<file path="config.mk">
export PLATFORM = sky130hd
export DESIGN_NAME = pwm_cmp_slew
export DESIGN_NICKNAME = d
export VERILOG_FILES = /design/src/rtl/pwm_pkg.sv /design/src/rtl/pwm_cmp_step.sv /design/src/rtl/pwm_cmp_slew.sv
export SDC_FILE = /design/constraint.sdc
export NUM_CORES = 1
export LEC_CHECK = 0
export ABC_AREA = 1
export CORE_MARGIN = 2
export CORE_UTILIZATION = 60
export CTS_CLUSTER_SIZE = 12
export DETAILED_ROUTE_END_ITERATION = 10
export PLACE_DENSITY_LB_ADDON = 0.08
export SLEW_MARGIN = 20
export SYNTH_ARGS = -nofsm -noshare
export SYNTH_HDL_FRONTEND = slang
export SYNTH_SLANG_ARGS = --single-unit
</file>
<file path="constraint.sdc">
create_clock -name clk -period 16.56 [get_ports clk]
set_input_delay 2.484 -clock clk [delete_from_list [all_inputs] [get_ports clk]]
set_output_delay 2.484 -clock clk [all_outputs]
set_load 0.01 [all_outputs]
</file>
<file path="src/rtl/pwm_pkg.sv">
// Shared types and constants for the pwm compare path.
// cmp_t is the compare word width used by both the slew stage and pwm cmpA.
package pwm_pkg;

  localparam int CMP_W = 18;

  typedef logic [CMP_W-1:0] cmp_t;

  localparam cmp_t CMP_RESET = 18'h01342;

  typedef enum logic {
    IDLE = 1'b0,
    SLEW = 1'b1
  } slew_state_e;

  // Kept as a function so clamp bounds of zero / all-ones don't fold into constant compares.
  function automatic cmp_t clamp_cmp(input cmp_t value, input cmp_t lo, input cmp_t hi);
    cmp_t result;
    result = value;
    if (result < lo) result = lo;
    if (result > hi) result = hi;
    return result;
  endfunction

endpackage

</file>
<file path="src/rtl/pwm_cmp_step.sv">
// One slew step: moves cmp toward tgt by at most step (step of zero jumps straight to tgt).
module pwm_cmp_step
  import pwm_pkg::*;
#(
  parameter int STEP_W = 8
) (
  input  cmp_t              cmp,
  input  cmp_t              tgt,
  input  logic [STEP_W-1:0] step,
  output cmp_t              next_cmp
);

  logic signed [CMP_W:0] diff;
  logic        [CMP_W:0] abs_diff;
  logic        [CMP_W:0] step_ext;

  // The extra sign bit keeps the difference exact across the full unsigned range.
  assign diff     = $signed({1'b0, tgt}) - $signed({1'b0, cmp});
  assign abs_diff = diff[CMP_W] ? CMP_W'(0) - diff : diff;
  assign step_ext = {{(CMP_W + 1 - STEP_W){1'b0}}, step};

  always_comb begin
    next_cmp = tgt;
    if ((step != '0) && (abs_diff > step_ext)) begin
      if (diff[CMP_W]) next_cmp = cmp - step_ext[CMP_W-1:0];
      else             next_cmp = cmp + step_ext[CMP_W-1:0];
    end
  end

endmodule

</file>
<file path="src/rtl/pwm_cmp_slew.sv">
// Slew-limited compare word for pwm cmpA: targets arrive over valid/ready and
// the live compare moves toward them only on PWM period strobes.
module pwm_cmp_slew
  import pwm_pkg::*;
#(
  parameter int   STEP_W    = 8,
  parameter cmp_t CMP_RESET = pwm_pkg::CMP_RESET,
  parameter cmp_t CMP_MIN   = 18'h00000,
  parameter cmp_t CMP_MAX   = 18'h3FFFF
) (
  input  logic              clk,
  input  logic              rst,
  input  cmp_t              tgt_data,
  input  logic              tgt_valid,
  output logic              tgt_ready,
  input  logic [STEP_W-1:0] step,
  input  logic              period_stb,
  output cmp_t              cmp_out,
  output logic              cmp_upd,
  output logic              at_target
);

  cmp_t        clamped;
  cmp_t        pend_data;
  cmp_t        act_tgt;
  cmp_t        cmp_q;
  cmp_t        new_tgt;
  cmp_t        cmp_next;
  logic        pend_full;
  logic        upd_q;
  logic        accept;
  slew_state_e state;
  slew_state_e state_next;

  assign tgt_ready = ~pend_full;
  assign accept    = tgt_valid & tgt_ready;
  assign clamped   = clamp_cmp(tgt_data, CMP_MIN, CMP_MAX);

  // A pending value wins; otherwise a same-cycle accept bypasses the slot.
  always_comb begin
    new_tgt = act_tgt;
    if (pend_full)   new_tgt = pend_data;
    else if (accept) new_tgt = clamped;
  end

  pwm_cmp_step #(.STEP_W(STEP_W)) u_step (
    .cmp      (cmp_q),
    .tgt      (new_tgt),
    .step     (step),
    .next_cmp (cmp_next)
  );

  always_ff @(posedge clk or posedge rst) begin
    if (rst) begin
      cmp_q     <= CMP_RESET;
      act_tgt   <= CMP_RESET;
      pend_data <= '0;
      pend_full <= 1'b0;
      upd_q     <= 1'b0;
    end else if (period_stb) begin
      act_tgt   <= new_tgt;
      cmp_q     <= cmp_next;
      pend_full <= 1'b0;
      upd_q     <= (cmp_next != cmp_q);
    end else begin
      upd_q <= 1'b0;
      if (accept) begin
        pend_data <= clamped;
        pend_full <= 1'b1;
      end
    end
  end

  always_ff @(posedge clk or posedge rst) begin
    if (rst) state <= IDLE;
    else     state <= state_next;
  end

  always_comb begin
    state_next = state;
    if (period_stb) begin
      state_next = (cmp_next == new_tgt) ? IDLE : SLEW;
    end else if (pend_full || accept) begin
      state_next = SLEW;
    end
  end

  assign cmp_out   = cmp_q;
  assign cmp_upd   = upd_q;
  assign at_target = (cmp_q == act_tgt) && !pend_full;

endmodule

</file>
==> results.sh <==
export IMPL_status="completed"
export IMPL_worstSetupPathType="input port to flip-flop"
export IMPL_r2r_cells=37
export IMPL_cp_common_cell="nand2_1"
export IMPL_postCtsSetupBuffers=0
export IMPL_vias_per_cell=5.60
export IMPL_initial_utilization_pct=62.4
export IMPL_worst_clock_skew_ns=0.00957
export IMPL_dr_first_iter_drc_count=651
export IMPL_h_tree_depth=2
export IMPL_drive_above_1_share_pct=5.45
export IMPL_setup_viol=0
export IMPL_grt_usage_pct=31.6
export IMPL_place_ws_ns=7.89
export IMPL_grt_max_degree=59
export IMPL_synthArstFlopShare_pct=100
export IMPL_critPathCaptureType="flip-flop"
export IMPL_clk_latency_ns=0.32
export IMPL_finalHoldViolCount=0
export IMPL_cts_buffers=5
export IMPL_clock_tree_buffer_depth=2
export IMPL_synthTopCellsByArea="nand2_1, dfrtp_1, ha_1, inv_1, nand3_1"
export IMPL_wl_um=17100
export IMPL_synth_edff_count=0
export IMPL_cp_start_kind="input port"
export IMPL_ios=51
export IMPL_timing_rr_end="cmp_upd"
export IMPL_ys_warn_count=0
export IMPL_syn_area_sq_mm=0.00616
export IMPL_seq_area_frac_synth_pct=23.0
export IMPL_crit_fanout=33
export IMPL_synth_largest_area_cell="nand2_1"
export IMPL_avgSynthCellArea_sq_um=6.25
export IMPL_max_stage_delay_ns=0.48
export IMPL_cp_buffers_inverters=8
export IMPL_overflow=0
export IMPL_final_common_cell="nand2_1"
export IMPL_port_buffers=50
export IMPL_grt_pass1_wl_um=28400
export IMPL_fin_nets=1104
export IMPL_postRouteAntennaNets=0
export IMPL_synthFlopType="dfrtp_1"
export IMPL_worst_slew_pin_slew_ns=0.766
export IMPL_cp_endpoint="cmp_upd"
export IMPL_cp_required_ns=16.74
export IMPL_vias=6498
export IMPL_crit_slowest_cell="o21ai_4"
export IMPL_antenna_found_initial=0
export IMPL_place_congestion=1.03
export IMPL_yosysTopAreaCellShare_pct=19.1
export IMPL_rsz0062_at_grt="false"
export IMPL_hpwl_um=13700
export IMPL_min_period_over_period_pct=51.3
export IMPL_grt_pass1_vias=5923
export IMPL_clkSinkCount=56
export IMPL_ctsResizeCount=0
export IMPL_synth_cells=985
export IMPL_timing_rr_start="pend_full"
export IMPL_core_sq_mm=0.00986
export IMPL_synth_seq_cells=56
export IMPL_die_area_sq_mm=0.0111
export IMPL_rows=36
export IMPL_cp_depth=39
export IMPL_antennaDiodeCount=0
export IMPL_period_needed_ns=8.50
export IMPL_drt_pass1_iterations=6
export IMPL_clkSlewWorstSetupHoldPaths_ns=0.11
export IMPL_cts_tree="built"
export IMPL_wl_per_cell_um=14.7
export IMPL_fin_util_pct=69.8
export IMPL_cts_hold_buf=0
export IMPL_hp_class="flip-flop to flip-flop"
export IMPL_slew_viol_final=0
export IMPL_final_cell_mix="nand2_1, inv_1, nand3_1"
export IMPL_drv_cap=0
export IMPL_die_w_um=105
export IMPL_cts_root_buffer="clkbuf_8"
export IMPL_crit_start="tgt_valid"
export IMPL_reg2reg_slack_ns=10.18
export IMPL_tns_ns=0
export IMPL_areaGrowthSynthToFinish_pct=11.8
export IMPL_route_detailed_drc=0
export IMPL_fin_ws_ns=8.06
export IMPL_ys_types=43
export IMPL_arrival_ns=8.68
export IMPL_die_y_um=105
export IMPL_synth_nets=1063
export IMPL_max_freq_mhz=118
export IMPL_slew_headroom_pct=48.8
export IMPL_path_delay_family="simple AND/OR/NAND/NOR gates"
==> cell type report <==
type                    count  area, sq um
inverters                 156          586
clock inverters             2         38.8
multi-input cells         752         4060
fillers                   889         2980
clock buffers               6         82.6
well taps                 133          166
repair buffers             55          538
flip-flops and latches     56         1410
==> worst min path at each step <==
| stage | startpoint | end | depth (start not counted) |
|---|---|---|---|
| 6_report | act_tgt[12] | act_tgt[12] | 2 |
| 5_1_grt | act_tgt[8] | act_tgt[8] | 2 |
| 4_1_cts | act_tgt[12] | act_tgt[12] | 2 |
| 3_5_place_dp | pend_data[0] | pend_data[0] | 2 |
| 3_3_place_gp | pend_data[0] | pend_data[0] | 2 |
| 2_1_floorplan | pend_data[0] | pend_data[0] | 2 |
==> tightest hold or removal path: cells and delay by family, from the launching register on <==
kind	cells	cell delay [ns]
compound gates	1	0.07
buf+inv	1	0.06
flops	1	0.39
==> per-stage QoR <==
step	cell area [sq um]	std cells	hold slack (ns)
global placement	6760	1152	0.477
CTS	6890	1160	0.515
floorplan	6160	985	0.454
finish	6890	1160	0.509
global route	6890	1160	0.541
detailed placement	6760	1152	0.478
==> Yosys cell counts (all sizes together), types with 4 or more instances <==
master / count
nand2: 318
inv: 153
nand3: 107
nor2: 59
o21ai: 52
a21oi: 48
dfrtp: 46
ha: 46
xor2: 29
o22ai: 23
clkbuf: 15
mux2: 15
dfstp: 10
nand4: 9
buf: 6
nand3b: 6
nor3: 6
a221oi: 5
nor4: 5
xnor2: 4
==> routing by layer <==
layer / up-vias / share of wire (%) / global-route usage (%)
met5: - / 0 / 0
met4: 0 / 2.1 / 9.05
met3: 30 / 7.6 / 4.27
met2: 267 / 44 / 48.8
met1: 2911 / 47 / 46.0
li1: 3290 / - / -
==> cells by family (layout without fill, tap and decap cells) <==
| family | after synthesis | count (layout) | synth area share, % |
|---|---|---|---|
| and+or+nand+nor | 513 | 513 | 35.1 |
| buffers and inverters | 177 | 219 | 11.1 |
| AOI/OAI and AO/OA | 143 | 143 | 13.3 |
| DFF | 56 | 56 | 23.0 |
| adders and majority gates | 48 | 48 | 10.0 |
| xor gates and xnor gates | 33 | 33 | 4.69 |
| muxes | 15 | 15 | 2.74 |
==> registers in the layout, summed over array words and instances, names as in the netlist <==
signal     count
cmp_out       18
cmp_upd        1
pend_full      1
act_tgt       18
pend_data     18
Power is left out: the tool's default activity adds up to more than one toggle a clock period on the data nets, which glitch-free logic cannot reach.
